==> config.mk <==
export PLATFORM = sky130hd
export DESIGN_NAME = div_unit
export DESIGN_NICKNAME = d
export VERILOG_FILES = /design/src/rtl/div_unit.sv
export SDC_FILE = /design/constraint.sdc
export NUM_CORES = 1
export LEC_CHECK = 0
export CORE_MARGIN = 5
export CORE_UTILIZATION = 51
export DETAILED_ROUTE_END_ITERATION = 6
export PLACE_DENSITY = 0.82
export RECOVER_POWER = 100
export SYNTH_ARGS = -nofsm -noshare
export SYNTH_HDL_FRONTEND = slang
export SYNTH_SLANG_ARGS = --single-unit
==> constraint.sdc <==
create_clock -name clk -period 2.9 [get_ports clk]
set_input_delay 0.58 -clock clk [delete_from_list [all_inputs] [get_ports clk]]
set_output_delay 0.58 -clock clk [all_outputs]
set_load 0.01 [all_outputs]
==> src/rtl/div_unit.sv <==
// Multi-cycle radix-2 restoring divider for DIV/DIVU. Holds the pipeline while
// iterating and presents {remainder, quotient} for the HI/LO write.
module div_unit #(
  parameter int WIDTH = 32
) (
  input  logic               clk,
  input  logic               rst,
  input  logic               start,
  input  logic               signed_div,
  input  logic               cancel,
  input  logic [WIDTH-1:0]   a,
  input  logic [WIDTH-1:0]   b,
  output logic               stall,
  output logic               done,
  output logic [2*WIDTH-1:0] result
);

  localparam int CNT_W = $clog2(WIDTH) + 1;

  typedef enum logic [1:0] {IDLE, BUSY, FINISH} state_t;

  state_t             state, stateNext;
  logic [CNT_W-1:0]   count;
  logic [WIDTH-1:0]   remReg;
  logic [WIDTH-1:0]   quot;
  logic [WIDTH-1:0]   divisor;
  logic               qSign, rSign;
  logic [WIDTH-1:0]   aMag, bMag;
  logic [WIDTH:0]     shifted;
  logic [WIDTH-1:0]   diff;
  logic               borrow;

  // Magnitude as an unsigned W-bit value; |-2^(W-1)| = 2^(W-1) still fits.
  function automatic logic [WIDTH-1:0] magnitude(input logic [WIDTH-1:0] v,
                                                 input logic isSigned);
    return (isSigned && v[WIDTH-1]) ? (~v + WIDTH'(1)) : v;
  endfunction

  function automatic logic [WIDTH-1:0] applySign(input logic [WIDTH-1:0] v,
                                                 input logic neg);
    return neg ? (~v + WIDTH'(1)) : v;
  endfunction

  assign aMag = magnitude(a, signed_div);
  assign bMag = magnitude(b, signed_div);

  // One restoring step: shift in the next dividend bit, trial-subtract the divisor.
  // The low W bits of the difference are exact whenever there is no borrow.
  assign shifted = {remReg, quot[WIDTH-1]};
  assign borrow  = shifted < {1'b0, divisor};
  assign diff    = shifted[WIDTH-1:0] - divisor;

  always_comb begin
    stateNext = state;
    stall     = 1'b0;
    case (state)
      IDLE: begin
        if (start && !cancel) begin
          stall     = 1'b1;
          stateNext = (b == '0) ? FINISH : BUSY;
        end
      end
      BUSY: begin
        stall = 1'b1;
        if (cancel)
          stateNext = IDLE;
        else if (count == CNT_W'(WIDTH - 1))
          stateNext = FINISH;
      end
      FINISH:  stateNext = IDLE;
      default: stateNext = IDLE;
    endcase
  end

  always_ff @(posedge clk) begin
    if (rst) begin
      state   <= IDLE;
      done    <= 1'b0;
      result  <= '0;
      count   <= '0;
      remReg  <= '0;
      quot    <= '0;
      divisor <= '0;
      qSign   <= 1'b0;
      rSign   <= 1'b0;
    end else begin
      state <= stateNext;
      done  <= (state == FINISH);
      case (state)
        IDLE: begin
          if (start && !cancel) begin
            count <= '0;
            if (b == '0) begin
              // Zero divisor: quotient all ones, remainder is the raw dividend.
              remReg  <= a;
              quot    <= '1;
              divisor <= '0;
              qSign   <= 1'b0;
              rSign   <= 1'b0;
            end else begin
              remReg  <= '0;
              quot    <= aMag;
              divisor <= bMag;
              qSign   <= (a[WIDTH-1] ^ b[WIDTH-1]) & signed_div;
              rSign   <= a[WIDTH-1] & signed_div;
            end
          end
        end
        BUSY: begin
          if (!cancel) begin
            remReg <= borrow ? shifted[WIDTH-1:0] : diff;
            quot   <= {quot[WIDTH-2:0], ~borrow};
            count  <= count + CNT_W'(1);
          end
        end
        FINISH: begin
          result <= {applySign(remReg, rSign), applySign(quot, qSign)};
        end
        default: ;
      endcase
    end
  end

endmodule

[Word-level counts from Yosys, hierarchy flattened]
Index checks and enable logic that the tools add are counted.
Storage, ports and cells
  bits in registers: 171
  input port bits: 69
  word-level logic and storage cells: 66
Operators by class
  add/sub/neg operators: 6
  magnitude comparators: 1
  equality and inequality tests: 6
  multiplexer cells: 26
  bitwise gates (word level): 8
  reduce and logical (&&, ||, !) cells: 10
Operator list (count)
  $mux W32: 12
  $add A32 B1 Y32 const B: 4
  $not A32 Y32: 4
  $pmux W32 S2: 2
  $lt A33 B32 Y1: 1
  $logic_not A32 Y1: 1
  $sub A32 B32 Y32: 1
  $mux W6: 2
  $pmux W6 S2: 1
  $mux W2: 4
  $add A6 B1 Y6 const B: 1
  $eq A6 B5 Y1 const B: 1
  $ne A2 B2 Y1 const B: 2
  $pmux W2 S2: 1
  $reduce_and A2 Y1: 2
  $logic_and A1 B1 Y1: 3
  $mux W1: 3
  $ne A3 B3 Y1 const B: 1
  $reduce_and A3 Y1: 1
  $and A1 B1 Y1: 2
  $eq A2 B1 Y1 const B: 1
  $eq A2 B2 Y1 const B: 1
  $logic_not A2 Y1: 1
  $pmux W1 S2: 1
  4 further kinds: 4

[Depth between registers and ports, before layout]
  depth in word-level cells: 6
  gate-level depth with buffers: 14
  depth with buffers taken out: 11

[Worst setup path after synthesis]
Ideal clock, no wire load.
  path kind: reg2reg
  start: register quot[2]
  end: register result[29]
  setup time: 0.086 ns
  data arrival time: 2.871 ns
  slack: -0.057 ns
  cell stages (with the launch flop): 10
  buffers on the path: 1
  period minus slack after synthesis: 2.957 ns
  path through: dfxtp_1 buf_6 nor4_1 nand2_1 or3_4 or4_4 or4_4 o41ai_2 xor2_1 a211oi_1
On the way
  cells in the longest elaborated chain, start to end: 3
Ends and longest elaborated chain
  start: declaration: RTL line 25  | logic [WIDTH-1:0] quot;
  start signal: assignment: RTL line 102  | quot <= aMag;
  start signal: assignment: RTL line 112  | quot <= {quot[WIDTH-2:0], ~borrow};
  $not A32 Y32: RTL line 41  | return neg ? (~v + WIDTH'(1)) : v;
  $add A32 B1 Y32: RTL line 41
  $mux W32: RTL line 41
  end signal: assignment: RTL line 117  | result <= {applySign(remReg, rSign), applySign(quot, qSign)};
  end: declaration: RTL line 15  | output logic [2*WIDTH-1:0] result
Every way passes these cells.
A chain may end at the register's enable or synchronous reset.

[Worst setup path in the final report]
  start: register divisor[5]
  end: register remReg[30]
On the way
  cells in the longest elaborated chain, start to end: 4
  elaborated cells between the ends (all ways): 5
Ends and longest elaborated chain
  start: declaration: RTL line 26  | logic [WIDTH-1:0] divisor;
  start signal: assignment: RTL line 103  | divisor <= bMag;
  $sub A32 B32 Y32 or $lt A33 B32 Y1 (tied branches): RTL line 51, 50
  $mux W32 *: RTL line 111  | remReg <= borrow ? shifted[WIDTH-1:0] : diff;
  $mux W32 *: RTL line 110  | if (!cancel) begin
  $pmux W32 S2 *: RTL line 89  | case (state)
  end signal: assignment: RTL line 111
  end: declaration: RTL line 24  | logic [WIDTH-1:0] remReg;
Mark *: on every way between the ends. The rest lies on a longest branch, timed or not. The select of a mux whose other input is x is not followed.

==> run metrics <==
number of sinks driven by the clock tree 171; final routed DRC violation total 0; RSZ-0062 raised after global routing true; initial core utilization 0.517; final-report hold violation count 0; remaining antenna violation count 0; layout cells sized above 1 0.162; launching element type of the critical path flop; Leakage Power between 5 and 6 nW; number of buffers added by the clock tree synthesis step 17; final wirelength between 30 and 40 mm; Final Cycle Share 1.01; number of synthesized register bits 171; status finished with violations; smallest setup slack after layout -22.4 ps; Root Buffer clkbuf_16; die extent in x about 160 µm; type of the setup path with the least slack reg2reg; worst slew margin relative to its limit 0.0187; category of the worst setup path capture point flop; aggregate global routing overflow 0; minimum clock period 2920 ps; CP Max Fanout 4; hold_ws 465 ps; number of synthesis warnings 0; via count normalized by instance count roughly 6.1; antenna violations before repair 1; power per standard cell area ~500 nW/µm²; Top FF cell, synth dfxtp_1; detail-routed net length per standard cell approximately 19 µm; later-pin clock latency in the skew report 440 ps; most numerous cell on the critical path a211oi_1; count of different cell masters after synthesis 60; via count of the first global-routing pass between 10000 and 15000; Cell Area, Synth 10800 µm²; number of search-and-repair iterations in the first detailed-routing pass 6; TritonCTS clock tree yes; count of flip-flops with a built-in enable after synthesis 0; weighted congestion reported at the end of routability-driven placement ~1; dominant delay contributor by cell family on the critical path compound AO/OA/AOI/OAI gates; fill cell count about 1700; Post-synth ARST share 0; worst-case clock skew approximately 9.7 ps; clock slew seen by the registers of the worst setup and hold paths around 70 ps; Setup-failing EPs final 2; routed via count 11800; required arrival time at the worst endpoint 3240 ps; max capacitance violation total 0; maximum number of pins on one net before global-route repair 70; Setup WS pre-CTS -179 ps; first-pass GRT wire length ~56 mm; Placed Instance Area roughly 14000 µm²; Area Growth Syn to Fin 33.7%; Worst-Margin Slew approximately 1500 ps; highest-delay cell along the critical path o21ai_0; initial drt markers approximately 1200; global router's overall resource usage 0.284; maximum achievable frequency ~340 MHz; Synth Net Count 1494; Inserted Diodes 0; mean cell area of the mapped netlist just under 8 µm²; total power around 7.2 mW; number of cells produced by synthesis about 1400; Max Transition Viols Final 0; total buffers and inverters traversed by the critical path 1; chip height between 150 and 200 µm; critical-path cell list inv_1 -> ha_1 -> a21o_1 -> a211oi_1 -> a21oi_1 -> o21ai_0 -> a211oi_1 -> a211oi_1 -> o32ai_1 -> a41o_1; clk buf depth 2; violations in the final reports negative setup slack; Non-Filler Cell Area, Final between 10000 and 15000 µm²; die outline area about 24000 µm²; Hold Path Class reg2reg; ports placed on the boundary roughly 140; most common cell after layout, fill and taps aside buf_4; H-Tree Level Count 4; Std-Cell Rows 53; Arr. time, crit path 3260 ps; final core utilization 0.691; number of I/O port buffers ~130; Critical Path Max Stage Delay 490 ps; nets@finish 1753; sequential fraction of the synthesis area 0.316; HPWL after detailed placement approximately 27 mm; most frequent cells in the layout buf_4 (182), dfxtp_1 (168), nor2_1 (157), a21oi_1 (108), nand2_1 (107); CTS hold repair buffers 0; maximum ir drop on the vdd rail 0.460 mV; Std-Cell Core Area ~21000 µm²
[worst reg2reg max path, cell delays in order (launching register included)]
cell,delay [ps]
dfxtp_1,320
inv_1,80
ha_1,330
a21o_1,210
a211oi_1,280
a21oi_1,200
o21ai_0,490
a211oi_1,150
a211oi_1,380
o32ai_1,170
a41o_1,230
[where the power goes]
| part | internal (mW) | total, mW | switching, mW |
|---|---|---|---|
| clock network | 1.33 | 2.43 | 1.10 |
| logic | 0.997 | 2.23 | 1.23 |
| registers | 2.44 | 2.54 | 0.0944 |
| total | 4.77 | 7.20 | 2.43 |
[layout make-up]
| type | instances | area (µm²) | area share |
|---|---|---|---|
| multi-input combinational | 1060 | 7020 | 0.485 |
| sequential | 171 | 3430 | 0.237 |
| timing repair buffer | 337 | 2850 | 0.197 |
| clock buffer | 18 | 439 | 0.0303 |
| tap | 275 | 344 | 0.0237 |
| inverter | 59 | 221 | 0.0153 |
| clock inverter | 14 | 180 | 0.0124 |
[per-stage QoR]
stage,setup TNS (ps),cells
2_1_floorplan,-81.0,1387
3_3_place_gp,-4580,1896
3_5_place_dp,-8910,1896
4_1_cts,0,1928
5_1_grt,-955,1934
6_report,-23.5,1934
[worst paths after layout]
| check | slack, ps | endpoint | from | depth (start not counted) |
|---|---|---|---|---|
| hold reg to reg | 470 | qSign$_SDFFE_PP0P_ | qSign$_SDFFE_PP0P_ | 2 |
| hold / removal | 470 | qSign$_SDFFE_PP0P_ | qSign$_SDFFE_PP0P_ | 2 |
| setup / recovery | -20 | remReg[30]$_SDFFE_PP0P_ | divisor[5]$_SDFFE_PP0P_ | 10 |
| setup reg to reg | -20 | remReg[30]$_SDFFE_PP0P_ | divisor[5]$_SDFFE_PP0P_ | 10 |
[Yosys cell counts (all sizes together) (19+ instances only)]
cell type,n,area (µm²)
or4,19,154
nand2,107,402
o31ai,30,239
dfxtp,171,3420
clkbuf,88,330
ha,37,463
a211oi,69,523
o22ai,33,206
inv,59,221
xor2,84,736
nor3,46,230
xnor2,56,490
o221ai,29,254
o21ai,63,315
nor2,157,589
a221o,21,210
a21oi,111,556
[routing by layer]
metal,routed length (µm),GRT usage
met3,3380,0.0380
met5,0,0
met2,16000,0.445
met4,1520,0.128
met1,15000,0.390
[state kept, by name, indices dropped and copies added (netlist names)]
signal,flops
result,64
divisor,32
quot,32
remReg,32
count,6
state,2
done,1
qSign,1
rSign,1
[timing repair]
action,CTS,global route
pin swaps,2,6
endpoints found under the hold margin,0,0
resized for setup,9,32
endpoints found under the setup margin,28,44
setup buffers,0,6
[cell families (layout without fill, tap and decap cells)]
| logic type | after synthesis | count (layout) | share of synthesized area |
|---|---|---|---|
| xor gates and xnor gates | 140 | 140 | 0.113 |
| muxes | 5 | 5 | 0.00462 |
| and+or+nand+nor | 431 | 431 | 0.186 |
| buffers and inverters | 156 | 428 | 0.0547 |
| DFF | 171 | 171 | 0.316 |
| AOI/OAI and AO/OA | 446 | 446 | 0.281 |
| adders and majority gates | 38 | 38 | 0.0446 |
(Power assumes the default switching activity.)
